File: config.mk
export PLATFORM = sky130hd
export DESIGN_NAME = bla_sub_serial
export DESIGN_NICKNAME = d
export VERILOG_FILES = /design/src/rtl/bla_pkg.sv /design/src/rtl/bla4.sv /design/src/rtl/bla_sub_serial.sv
export SDC_FILE = /design/constraint.sdc
export NUM_CORES = 1
export LEC_CHECK = 0
export BUFFER_PORTS_ARGS = -buffer_cell sky130_fd_sc_hd__buf_2
export CORE_MARGIN = 1.5
export CORE_UTILIZATION = 49
export CTS_CLUSTER_SIZE = 10
export DETAILED_ROUTE_END_ITERATION = 12
export PLACE_DENSITY_LB_ADDON = 0.05
export SYNTH_ARGS = -nofsm -noshare
export SYNTH_HDL_FRONTEND = slang
export SYNTH_SLANG_ARGS = --single-unit
File: constraint.sdc
create_clock -name clk -period 3.15 [get_ports clk]
set_clock_uncertainty 0.15 [all_clocks]
set_input_delay 0.315 -clock clk [delete_from_list [all_inputs] [get_ports clk]]
set_output_delay 0.315 -clock clk [all_outputs]
set_load 0.1 [all_outputs]
File: src/rtl/bla_pkg.sv
// Shared definitions for the serial nibble subtractor: FSM states, nibble size
// and the nibble-count helper.
package bla_pkg;

   localparam int NIBBLE = 4;

   typedef enum logic [1:0] {
      IDLE,
      RUN,
      DONE
   } state_t;

   function automatic int nib_count(input int width);
      return width / NIBBLE;
   endfunction

endpackage

File: src/rtl/bla4.sv
// 4-bit borrow-lookahead subtractor slice: d = x - y - bin, bout = borrow out of bit 3.
module bla4 (
   input  logic [3:0] x,
   input  logic [3:0] y,
   input  logic       bin,
   output logic [3:0] d,
   output logic       bout
);

   logic [3:0] g;
   logic [3:0] p;
   logic [4:0] br;

   assign g = ~x & y;
   assign p = ~(x ^ y);

   // Every borrow is expanded directly from g/p and bin, with no ripple between bits.
   assign br[0] = bin;
   assign br[1] = g[0] | (p[0] & bin);
   assign br[2] = g[1] | (p[1] & g[0]) | (p[1] & p[0] & bin);
   assign br[3] = g[2] | (p[2] & g[1]) | (p[2] & p[1] & g[0])
                | (p[2] & p[1] & p[0] & bin);
   assign br[4] = g[3] | (p[3] & g[2]) | (p[3] & p[2] & g[1])
                | (p[3] & p[2] & p[1] & g[0]) | (p[3] & p[2] & p[1] & p[0] & bin);

   assign d    = x ^ y ^ br[3:0];
   assign bout = br[4];

endmodule

File: src/rtl/bla_sub_serial.sv
// Serial subtractor: a - b - bin computed one nibble per cycle through a single
// bla4 slice, with valid/ready handshakes on both sides.
module bla_sub_serial
   import bla_pkg::*;
#(
   parameter int WIDTH = 16
) (
   input  logic             clk,
   input  logic             rst_n,
   input  logic             in_valid,
   output logic             in_ready,
   input  logic [WIDTH-1:0] a,
   input  logic [WIDTH-1:0] b,
   input  logic             bin,
   output logic             out_valid,
   input  logic             out_ready,
   output logic [WIDTH-1:0] diff,
   output logic             bout,
   output logic             ovf,
   output logic             zero
);

   localparam int N   = nib_count(WIDTH);
   localparam int K_W = (N > 1) ? $clog2(N) : 1;
   localparam logic [K_W-1:0] K_LAST = K_W'(N - 1);

   state_t           state_q, state_d;
   logic [K_W-1:0]   k_q;
   logic [WIDTH-1:0] a_q, b_q;
   logic             br_q;
   logic [3:0]       nib_d;
   logic             nib_bout;
   logic [WIDTH-1:0] diff_next;
   logic             last_nib;

   assign last_nib = (k_q == K_LAST);

   bla4 u_bla4 (
      .x    (a_q[k_q*NIBBLE +: NIBBLE]),
      .y    (b_q[k_q*NIBBLE +: NIBBLE]),
      .bin  (br_q),
      .d    (nib_d),
      .bout (nib_bout)
   );

   always_comb begin
      diff_next = diff;
      diff_next[k_q*NIBBLE +: NIBBLE] = nib_d;
   end

   // NOTE: state registers use non-blocking assignments so every flop samples
   // pre-edge values regardless of process ordering.
   always_ff @(posedge clk) begin
      if (!rst_n) state_q <= IDLE;
      else        state_q <= state_d;
   end

   // NOTE: every output of this block gets a default first, so no path
   // through the case statement can infer a latch.
   always_comb begin
      state_d   = state_q;
      in_ready  = 1'b0;
      out_valid = 1'b0;
      case (state_q)
         IDLE: begin
            in_ready = 1'b1;
            if (in_valid) state_d = RUN;
         end
         RUN: begin
            if (last_nib) state_d = DONE;
         end
         DONE: begin
            out_valid = 1'b1;
            if (out_ready) state_d = IDLE;
         end
         default: state_d = IDLE;
      endcase
   end

   // Results are only written in RUN, so they hold for as long as DONE is stalled.
   always_ff @(posedge clk) begin
      if (!rst_n) begin
         k_q  <= '0;
         a_q  <= '0;
         b_q  <= '0;
         br_q <= 1'b0;
         diff <= '0;
         bout <= 1'b0;
         ovf  <= 1'b0;
         zero <= 1'b0;
      end else begin
         case (state_q)
            IDLE: begin
               if (in_valid && in_ready) begin
                  a_q  <= a;
                  b_q  <= b;
                  br_q <= bin;
                  k_q  <= '0;
               end
            end
            RUN: begin
               diff <= diff_next;
               br_q <= nib_bout;
               k_q  <= last_nib ? '0 : k_q + 1'b1;
               if (last_nib) begin
                  bout <= nib_bout;
                  ovf  <= (a_q[WIDTH-1] ^ b_q[WIDTH-1]) & (diff_next[WIDTH-1] ^ a_q[WIDTH-1]);
                  zero <= (diff_next == '0);
               end
            end
            default: ;
         endcase
      end
   end

endmodule

==> results_dict.tcl, run 1 <==
set metrics [dict create \
    root_buffer "clkbuf_8" \
    post-cts-setup-buffers 0 \
    power.total_w 0.00164 \
    synth_ff_type "dfxtp_1" \
    area_growth_pct 17.8 \
    dp_hpwl_um 4420 \
    slew_headroom_pct 63.2 \
    multi_input_area_um2 1540 \
    synth_area_per_cell_um2 8.73 \
    yosysSeqAreaShare_pct 40.4 \
    place_congestion 0.836 \
    wire_per_inst_um 13.5 \
    fillCellCount 535 \
    synth-seq-cells 56 \
    cap_violations 0 \
    setup.worst_path.start "k_q[0]" \
    cts.sinks 56 \
    syn-cell-area_um2 2780 \
    grt_pass1_vias 2194 \
    n_antenna_cell 0 \
    hp-start "a[3]" \
    rsz0062_at_grt "no" \
    initial_utilization_pct 50.7 \
    grt_antenna_before_repair 0 \
    async_flop_share_pct 0 \
    min_path_type "primary input to flip-flop" \
    register_area_um2 1120 \
    grt_pass1_wl_um 10200 \
    path_class "flip-flop to flip-flop" \
    min_period_ns 2.88 \
    synth_enable_flop_cells 0 \
    leakage_nw 1.34 \
    drv_slew 0 \
    cp.required_ns 3.25 \
    clockBufferDepth 2 \
    row_count 27 \
    coreArea_um2 5470 \
    grt.total_usage_pct 20.9 \
    vias 2362 \
    die_width_um 78.3 \
    period_share_pct 91.5 \
    p_per_area_nw_per_um2 501 \
    clk_latency_ns 0.30 \
    ant_nets 0 \
    cts_tree "done" \
    drc 0 \
    crit_fanout 7 \
    tightestPinTransition_ns 0.550 \
    holdBufCountCts 0 \
    cp.arrival_ns 2.99 \
    synth.area.top_cells "dfxtp_1, nand2_1, a21boi_0, mux4_2, ha_1" \
    postSynthCellCount 318 \
    fmax_mhz 347 \
    ios 58 \
    r2r-start "k_q[0]" \
    layout-drive-gt1-share_pct 23.6 \
    yosys_warnings 0 \
    irDropWorstVdd_mv 0.230 \
    vias_per_cell 5.31 \
    cts_buffers 5 \
    final_nets 420 \
    place_ws_ns 0.265 \
    setup_viol 0 \
    clkSlewWorstSetupHoldPaths_ns 0.10 \
    cp-start-kind "flip-flop" \
    drt_wl_total_um 6000 \
    io_buffers 57 \
    cts_resized 0 \
    overflow 0 \
    cts_htree_levels 2 \
    setup_ws_ns 0.267 \
    final.setup.tns_ns 0 \
    crit_path_end_kind "flip-flop" \
    grt_max_degree 57 \
    drt_iter0_drc 103 \
    synth_top_cell_area_share_pct 40.4 \
    fp.dieH_um 78.3 \
    hold_violations 0 \
    syn_nets 366 \
    dr.pass1.iters 4 \
    status "finished, final reports clean" \
    die-area_um2 6130 \
    ys_types 43 \
    yosysTopAreaCell "dfxtp_1" \
]
[layout by cell type (no fill, tap or decap), types with 3 or more instances in the layout]
cell type  netlist  final
a21boi_0        37     37
a21oi_1          9      9
a22oi_1          7      7
and2_1           3      3
buf_2            2     57
buf_4            2     10
clkbuf_8         0      7
dfxtp_1         56     56
ha_1            10     10
inv_1            8      8
mux4_2           8      8
nand2_1         81     81
nand3_1          4      4
nand4_1          3      3
nor2_1          13     13
nor2b_1         18     18
nor3_1           5      5
nor4_1           3      3
o21ai_0          3      3
xnor2_1          4      4
[flip-flops by register name, indices dropped and copies added (netlist names), 2 cells and up]
signal / cells
a_q: 16
state_q: 2
b_q: 16
diff: 16
k_q: 2
[worst max-delay path, stage by stage (launching register included)]
cell and delay (ns):
dfxtp_1 0.57, mux4_2 0.56, inv_1 0.12, ha_1 0.25, a211oi_2 0.31, o21bai_2 0.13, xnor2_1 0.16, a2111oi_2 0.37
o221a_1 0.22
[layer usage]
layer / part of all wire (%) / vias to the layer above / track usage (%) / wire length (µm)
met5: 0 / - / 0 / 0
met4: 1.7 / 0 / 5.89 / 105
met3: 3.0 / 11 / 4.19 / 182
met2: 49 / 51 / 36.7 / 2970
met1: 46 / 1097 / 26.0 / 2750
li1: - / 1203 / - / -
[cell type report]
| cell class | instances | share of cell area (%) |
|---|---|---|
| well taps | 72 | 2.75 |
| multi-input cells | 234 | 47.2 |
| inverters | 8 | 0.918 |
| clock buffers | 7 | 2.94 |
| repair buffers | 67 | 11.0 |
| flip-flops and latches | 56 | 34.3 |
| clock inverters | 1 | 0.918 |
[cells by family after synthesis]
logic type                 Yosys count  synth area share, %
buffers and inverters               28                 4.24
and+or+nand+nor                    135                 21.9
xor gates and xnor gates             4                 1.26
AOI/OAI and AO/OA                   75                 20.1
DFF                                 56                 40.4
muxes                                9                 6.85
adders and majority gates           11                 5.23
[synthesized netlist by cell type (2+ instances only)]
library cell,count
nand2_1,81
dfxtp_1,56
a21boi_0,37
nor2b_1,18
clkbuf_1,14
nor2_1,13
ha_1,10
a21oi_1,9
inv_1,8
mux4_2,8
a22oi_1,7
nor3_1,5
nand3_1,4
xnor2_1,4
and2_1,3
nand4_1,3
nor4_1,3
o21ai_0,3
a31oi_1,2
a32oi_1,2
buf_2,2
buf_4,2
clkbuf_2,2
o211a_1,2
o21a_1,2
[where the power goes]
group          switching, W  leakage (nW)  internal (W)  total, W
logic              0.000218         0.817      0.000142  0.000361
clock network      0.000229        0.0645      0.000281  0.000510
registers         0.0000262         0.457      0.000742  0.000769
total              0.000473          1.34       0.00117   0.00164
[metrics by stage]
step | cells | instance area (µm²) | util, % | hold slack [ns]
after CTS | 445 | 3270 | 59.8 | 0.0976
after global placement | 437 | 3150 | 57.5 | 0.304
after detailed placement | 437 | 3150 | 57.5 | 0.307
after floorplan | 318 | 2780 | - | 0.290
final | 445 | 3270 | 59.8 | 0.0986
after global routing | 445 | 3270 | 59.8 | 0.0903
[path summary, 6_finish.rpt]
| kind | slack, ns | to | cells after the start |
|---|---|---|---|
| setup / recovery | 0.27 | ovf | 8 |
| hold / removal | 0.1 | a_q[3] | 3 |
| setup reg to reg | 0.27 | ovf | 8 |
| hold reg to reg | 0.32 | b_q[14] | 2 |
Note: power is estimated with default switching activity, not from simulation.
==> inputs of run 2 (changes only) <==
ABC_AREA = 1   (was unset)
==> results_dict.tcl, run 2 <==
set metrics [dict create \
    status "finished, final reports clean" \
    placed_cell_area_um2 3170 \
    ys_types 26 \
    post-cts-setup-buffers 0 \
    final_nets 522 \
    area_growth_pct 14.2 \
    place_congestion 0.905 \
    grt_antenna_before_repair 0 \
    grt.total_usage_pct 23.0 \
    drt_wl_total_um 6700 \
    syn-cell-area_um2 2860 \
    final.setup.tns_ns 0 \
    synth_top_cell_area_share_pct 39.3 \
    grt_pass1_wl_um 11500 \
    top_regs "a_q x16, b_q x16, diff x16" \
    multi_input_area_um2 1430 \
    clkSlewWorstSetupHoldPaths_ns 0.10 \
    syn_nets 475 \
    critical-path-slowest-cell "dfxtp_1" \
    layout-drive-gt1-share_pct 16.0 \
    max_stage_delay_ns 0.54 \
    clockBufferDepth 2 \
    cp-start-kind "flip-flop" \
    final_common_cell "nor2_1" \
    coreArea_um2 5570 \
    ios 58 \
    die-area_um2 6290 \
    synth.area.mux_share_pct 0 \
    synth_area_per_cell_um2 6.69 \
    cts_buffers 5 \
    postSynthCellCount 427 \
    period_share_pct 89.4 \
    synth_enable_flop_cells 0 \
    min_path_type "primary input to flip-flop" \
    path_class "flip-flop to flip-flop" \
    n_antenna_cell 0 \
    cp.required_ns 3.22 \
    critical_path.most_common_cell "nand2_2" \
    dp_hpwl_um 4970 \
    cts_tree "done" \
    grt_pass1_vias 2528 \
    leakage_nw 1.68 \
    cts_htree_levels 2 \
    async_flop_share_pct 0 \
    dr.pass1.iters 4 \
    ant_nets 0 \
    tightestPinTransition_ns 0.643 \
    wire_per_inst_um 12.2 \
    cap_violations 0 \
    p_per_area_nw_per_um2 556 \
    hold_violations 0 \
    vias 2751 \
    synth_commonest_cells "nor2_1, nand2_1, inv_1" \
    yosys_warnings 0 \
    synth-compound-area-share_pct 18.1 \
    die_width_um 79.3 \
    synth_ff_type "dfxtp_1" \
    fmax_mhz 355 \
    cp_cell_sequence "inv_1, a32o_1, ha_1, or2_0, nand2_2, nand2_2, nand2_2, nand2_2, nand4_1, nand2_1, nand3_1, o21ai_0, o21bai_1, inv_1" \
    holdBufCountCts 0 \
    yosysSeqAreaShare_pct 39.3 \
    drt_iter0_drc 147 \
    yosysTopAreaCell "dfxtp_1" \
    cts_resized 0 \
    root_buffer "clkbuf_8" \
    cts.sinks 56 \
    crit_path_end_kind "flip-flop" \
    io_buffers 57 \
    drc 0 \
    fp.dieH_um 79.3 \
    synth-seq-cells 56 \
    slew_headroom_pct 57.1 \
    mostFrequentLayoutCells "nor2_1, nand2_1, inv_1, buf_2, dfxtp_1" \
    vias_per_cell 5.03 \
    cp.arrival_ns 2.89 \
    rsz0062_at_grt "no" \
    irDropWorstVdd_mv 0.282 \
    synth_top_family_by_area "simple AND/OR/NAND/NOR gates" \
    synth_fa_ha_area_share_pct 5.08 \
    crit_fanout 14 \
    synth_most_common_cell "nor2_1" \
    min_period_ns 2.82 \
    drv_slew 0 \
    synthXorXnorAreaFrac_pct 0 \
    row_count 27 \
    grt_max_degree 43 \
    design_area_um2 3260 \
    initial_utilization_pct 51.2 \
    register_area_um2 1120 \
    synth_simple_gate_area_share_pct 26.9 \
    setup_viol 0 \
    synth.area.top_cells "dfxtp_1, nor2_1, o21ai_0, nand2_1, inv_1" \
    fillCellCount 591 \
    overflow 0 \
    clk_latency_ns 0.32 \
]
[run 2: worst max-delay path: cells and delay by family, from the launching register on]
family	cells	cell delay, ns
AOI/OAI and AO/OA	3	0.53
DFF	1	0.54
buffers and inverters	2	0.34
and+or+nand+nor	8	0.81
adders and majority gates	1	0.35
[run 2: path summary, 6_finish.rpt]
kind	start	end	slack [ns]	cells after the start
min	b[5]	b_q[5]	0.09	3
max reg2reg	k_q[1]	ovf	0.33	14
max	k_q[1]	ovf	0.33	14
min reg2reg	b_q[8]	b_q[8]	0.34	2
[run 2: per-stage QoR]
| stage | worst slack (ns) | total power (W) | hold slack, ns | instances | util (%) |
|---|---|---|---|---|---|
| after global placement | 0.474 | 0.00141 | 0.313 | 539 | 56.8 |
| after detailed placement | 0.408 | 0.00142 | 0.318 | 539 | 56.8 |
| after CTS | 0.374 | 0.00182 | 0.0826 | 547 | 58.5 |
| after floorplan | 0.377 | 0.00129 | 0.299 | 427 | - |
| final | 0.334 | 0.00181 | 0.0869 | 547 | 58.5 |
| after global routing | 0.0642 | 0.00193 | 0.0951 | 547 | 58.5 |
[run 2: area by class of cell]
| type | count | area share (%) |
|---|---|---|
| Clock buffer | 5 | 2.11 |
| Timing Repair Buffer | 60 | 9.44 |
| Inverter | 58 | 6.68 |
| Sequential cell | 56 | 34.4 |
| Multi-Input combinational cell | 293 | 43.9 |
| Tap cell | 72 | 2.76 |
| Clock inverter | 3 | 0.729 |
[run 2: report_power, final]
part           total [W]  leakage [nW]  switching, W  internal [W]
Clock           0.000405        0.0404      0.000247      0.000158
Combinational   0.000598          1.18      0.000432      0.000166
Sequential      0.000809         0.462     0.0000418      0.000767
[run 2: logic make-up after synthesis]
kind of cell               count (synthesis)
and+or+nand+nor                          189
AOI/OAI and AO/OA                         93
buffers and inverters                     78
DFF                                       56
adders and majority gates                 11
[run 2: per-layer routing]
metal,global-route usage (%),routed length (µm)
met5,0,0
met4,5.26,67
met3,3.56,285
met2,36.9,2840
met1,32.4,3510
==> inputs of run 3 (changes only) <==
CORE_MARGIN = unset   (was 1.5)
==> results_dict.tcl, run 3 (synthesized netlist as in run 2, its figures left out) <==
set metrics [dict create \
    status "finished, final reports clean" \
    max_stage_delay_ns 0.53 \
    mostFrequentLayoutCells "nor2_1, nand2_1, inv_1, buf_2, dfxtp_1" \
    cts.sinks 56 \
    post-cts-setup-buffers 0 \
    overflow 0 \
    dp_hpwl_um 4830 \
    coreArea_um2 5570 \
    holdBufCountCts 0 \
    fmax_mhz 354 \
    cp.arrival_ns 2.91 \
    grt.busiest_layer "met2" \
    drc 0 \
    grt_util_met1_pct 32.9 \
    min_path_type "primary input to flip-flop" \
    grt.total_usage_pct 23.3 \
    path_class "flip-flop to flip-flop" \
    slew_headroom_pct 57.0 \
    register_area_um2 1120 \
    crit_path_end_kind "flip-flop" \
    cap_violations 0 \
    cts_htree_levels 2 \
    critical_path.most_common_cell "nand2_1" \
    use_met2_pct 36.6 \
    cp-start-kind "flip-flop" \
    leakage_nw 1.69 \
    multi_input_area_um2 1430 \
    hold_violations 0 \
    initial_utilization_pct 51.2 \
    grt_pass1_vias 2546 \
    min_path_cells 3 \
    cts_buffers 5 \
    clk_latency_ns 0.31 \
    area_growth_pct 14.8 \
    grt_pass1_wl_um 11300 \
    critical-path-slowest-cell "dfxtp_1" \
    io_buffers 57 \
    period_share_pct 89.6 \
    drt_wl_total_um 6650 \
    fillCellCount 571 \
    rsz0062_at_grt "no" \
    vias 2751 \
    layout-drive-gt1-share_pct 16.0 \
    row_count 27 \
    place_congestion 0.876 \
    crit_fanout 14 \
    place_ws_ns 0.402 \
    clkSlewWorstSetupHoldPaths_ns 0.10 \
    wire_per_inst_um 12.2 \
    ant_nets 0 \
    tightestPinTransition_ns 0.644 \
    drv_slew 0 \
    ios 58 \
    ff2ff_path_depth 14 \
    grt_antenna_before_repair 0 \
    cts_resized 0 \
    utilization_pct 58.8 \
    grt_max_degree 43 \
    final.setup.tns_ns 0 \
    dr.pass1.iters 5 \
    die-area_um2 6140 \
    grtUsageMet3_pct 4.30 \
    drt_iter0_drc 163 \
    final_common_cell "nor2_1" \
    n_antenna_cell 0 \
    die_width_um 78.3 \
    placed_cell_area_um2 3170 \
    cp.required_ns 3.24 \
    top_regs "a_q x16, b_q x16, diff x16" \
    irDropWorstVdd_mv 0.246 \
    cp_cell_sequence "inv_1, a32o_1, fa_1, nand2_1, nand2_1, nand2_1, o21ai_1, nor2_1, nand2_1, nor2_1, nand2_1, nor2_1, nand3_1, a21oi_1" \
    fp.dieH_um 78.3 \
    setup_ws_ns 0.328 \
    root_buffer "clkbuf_8" \
    design_area_um2 3280 \
    p_per_area_nw_per_um2 574 \
    clockBufferDepth 2 \
    min_period_ns 2.82 \
    final_nets 522 \
    vias_per_cell 5.03 \
    cts_tree "done" \
    setup_viol 0 \
]
## run 3: cell count changes in the layout (fill, tap and decap cells not counted)
| cell | delta |
|---|---|
| clkinvlp_4 | -1 |
| clkinv_2 | +1 |
| bufinv_16 | +1 |
| clkinv_4 | -1 |
## run 3: per-stage QoR
step           cells  power [W]  hold slack (ns)
3_3_place_gp     539    0.00141            0.315
5_1_grt          547    0.00199           0.0990
2_1_floorplan    427    0.00129            0.299
3_5_place_dp     539    0.00142            0.322
6_report         547    0.00188           0.0931
4_1_cts          547    0.00189           0.0932
## run 3: power breakdown
| group | internal, W | total, W | switching (W) |
|---|---|---|---|
| Clock | 0.000236 | 0.000475 | 0.000239 |
| Combinational | 0.000166 | 0.000596 | 0.000430 |
| Sequential | 0.000767 | 0.000809 | 0.0000417 |
## run 3: path summary, 6_finish.rpt
| path | start | endpoint | slack (ns) |
|---|---|---|---|
| max | k_q[1] | zero | 0.33 |
| min reg2reg | b_q[11] | b_q[11] | 0.34 |
| max reg2reg | k_q[1] | zero | 0.33 |
| min | b[1] | b_q[1] | 0.09 |
## run 3: critical path: cells and delay by family (launching register included)
kind | cells | cell delay (ns)
buf+inv | 1 | 0.29
compound gates | 3 | 0.57
flops | 1 | 0.53
simple gates | 9 | 0.83
fa+ha+maj | 1 | 0.41
## run 3: cell type report
| cell class | count | share of cell area, % |
|---|---|---|
| Multi-Input combinational cell | 293 | 43.6 |
| Inverter | 58 | 6.64 |
| Clock inverter | 3 | 1.30 |
| Clock buffer | 5 | 2.10 |
| Tap cell | 72 | 2.75 |
| Timing Repair Buffer | 60 | 9.39 |
| Sequential cell | 56 | 34.2 |
## run 3: per-layer routing
layer | vias up | share of wire, %
met3 | 9 | 4.4
met5 | - | 0
met4 | 0 | 1.0
li1 | 1454 | -
met1 | 1223 | 52
met2 | 65 | 43
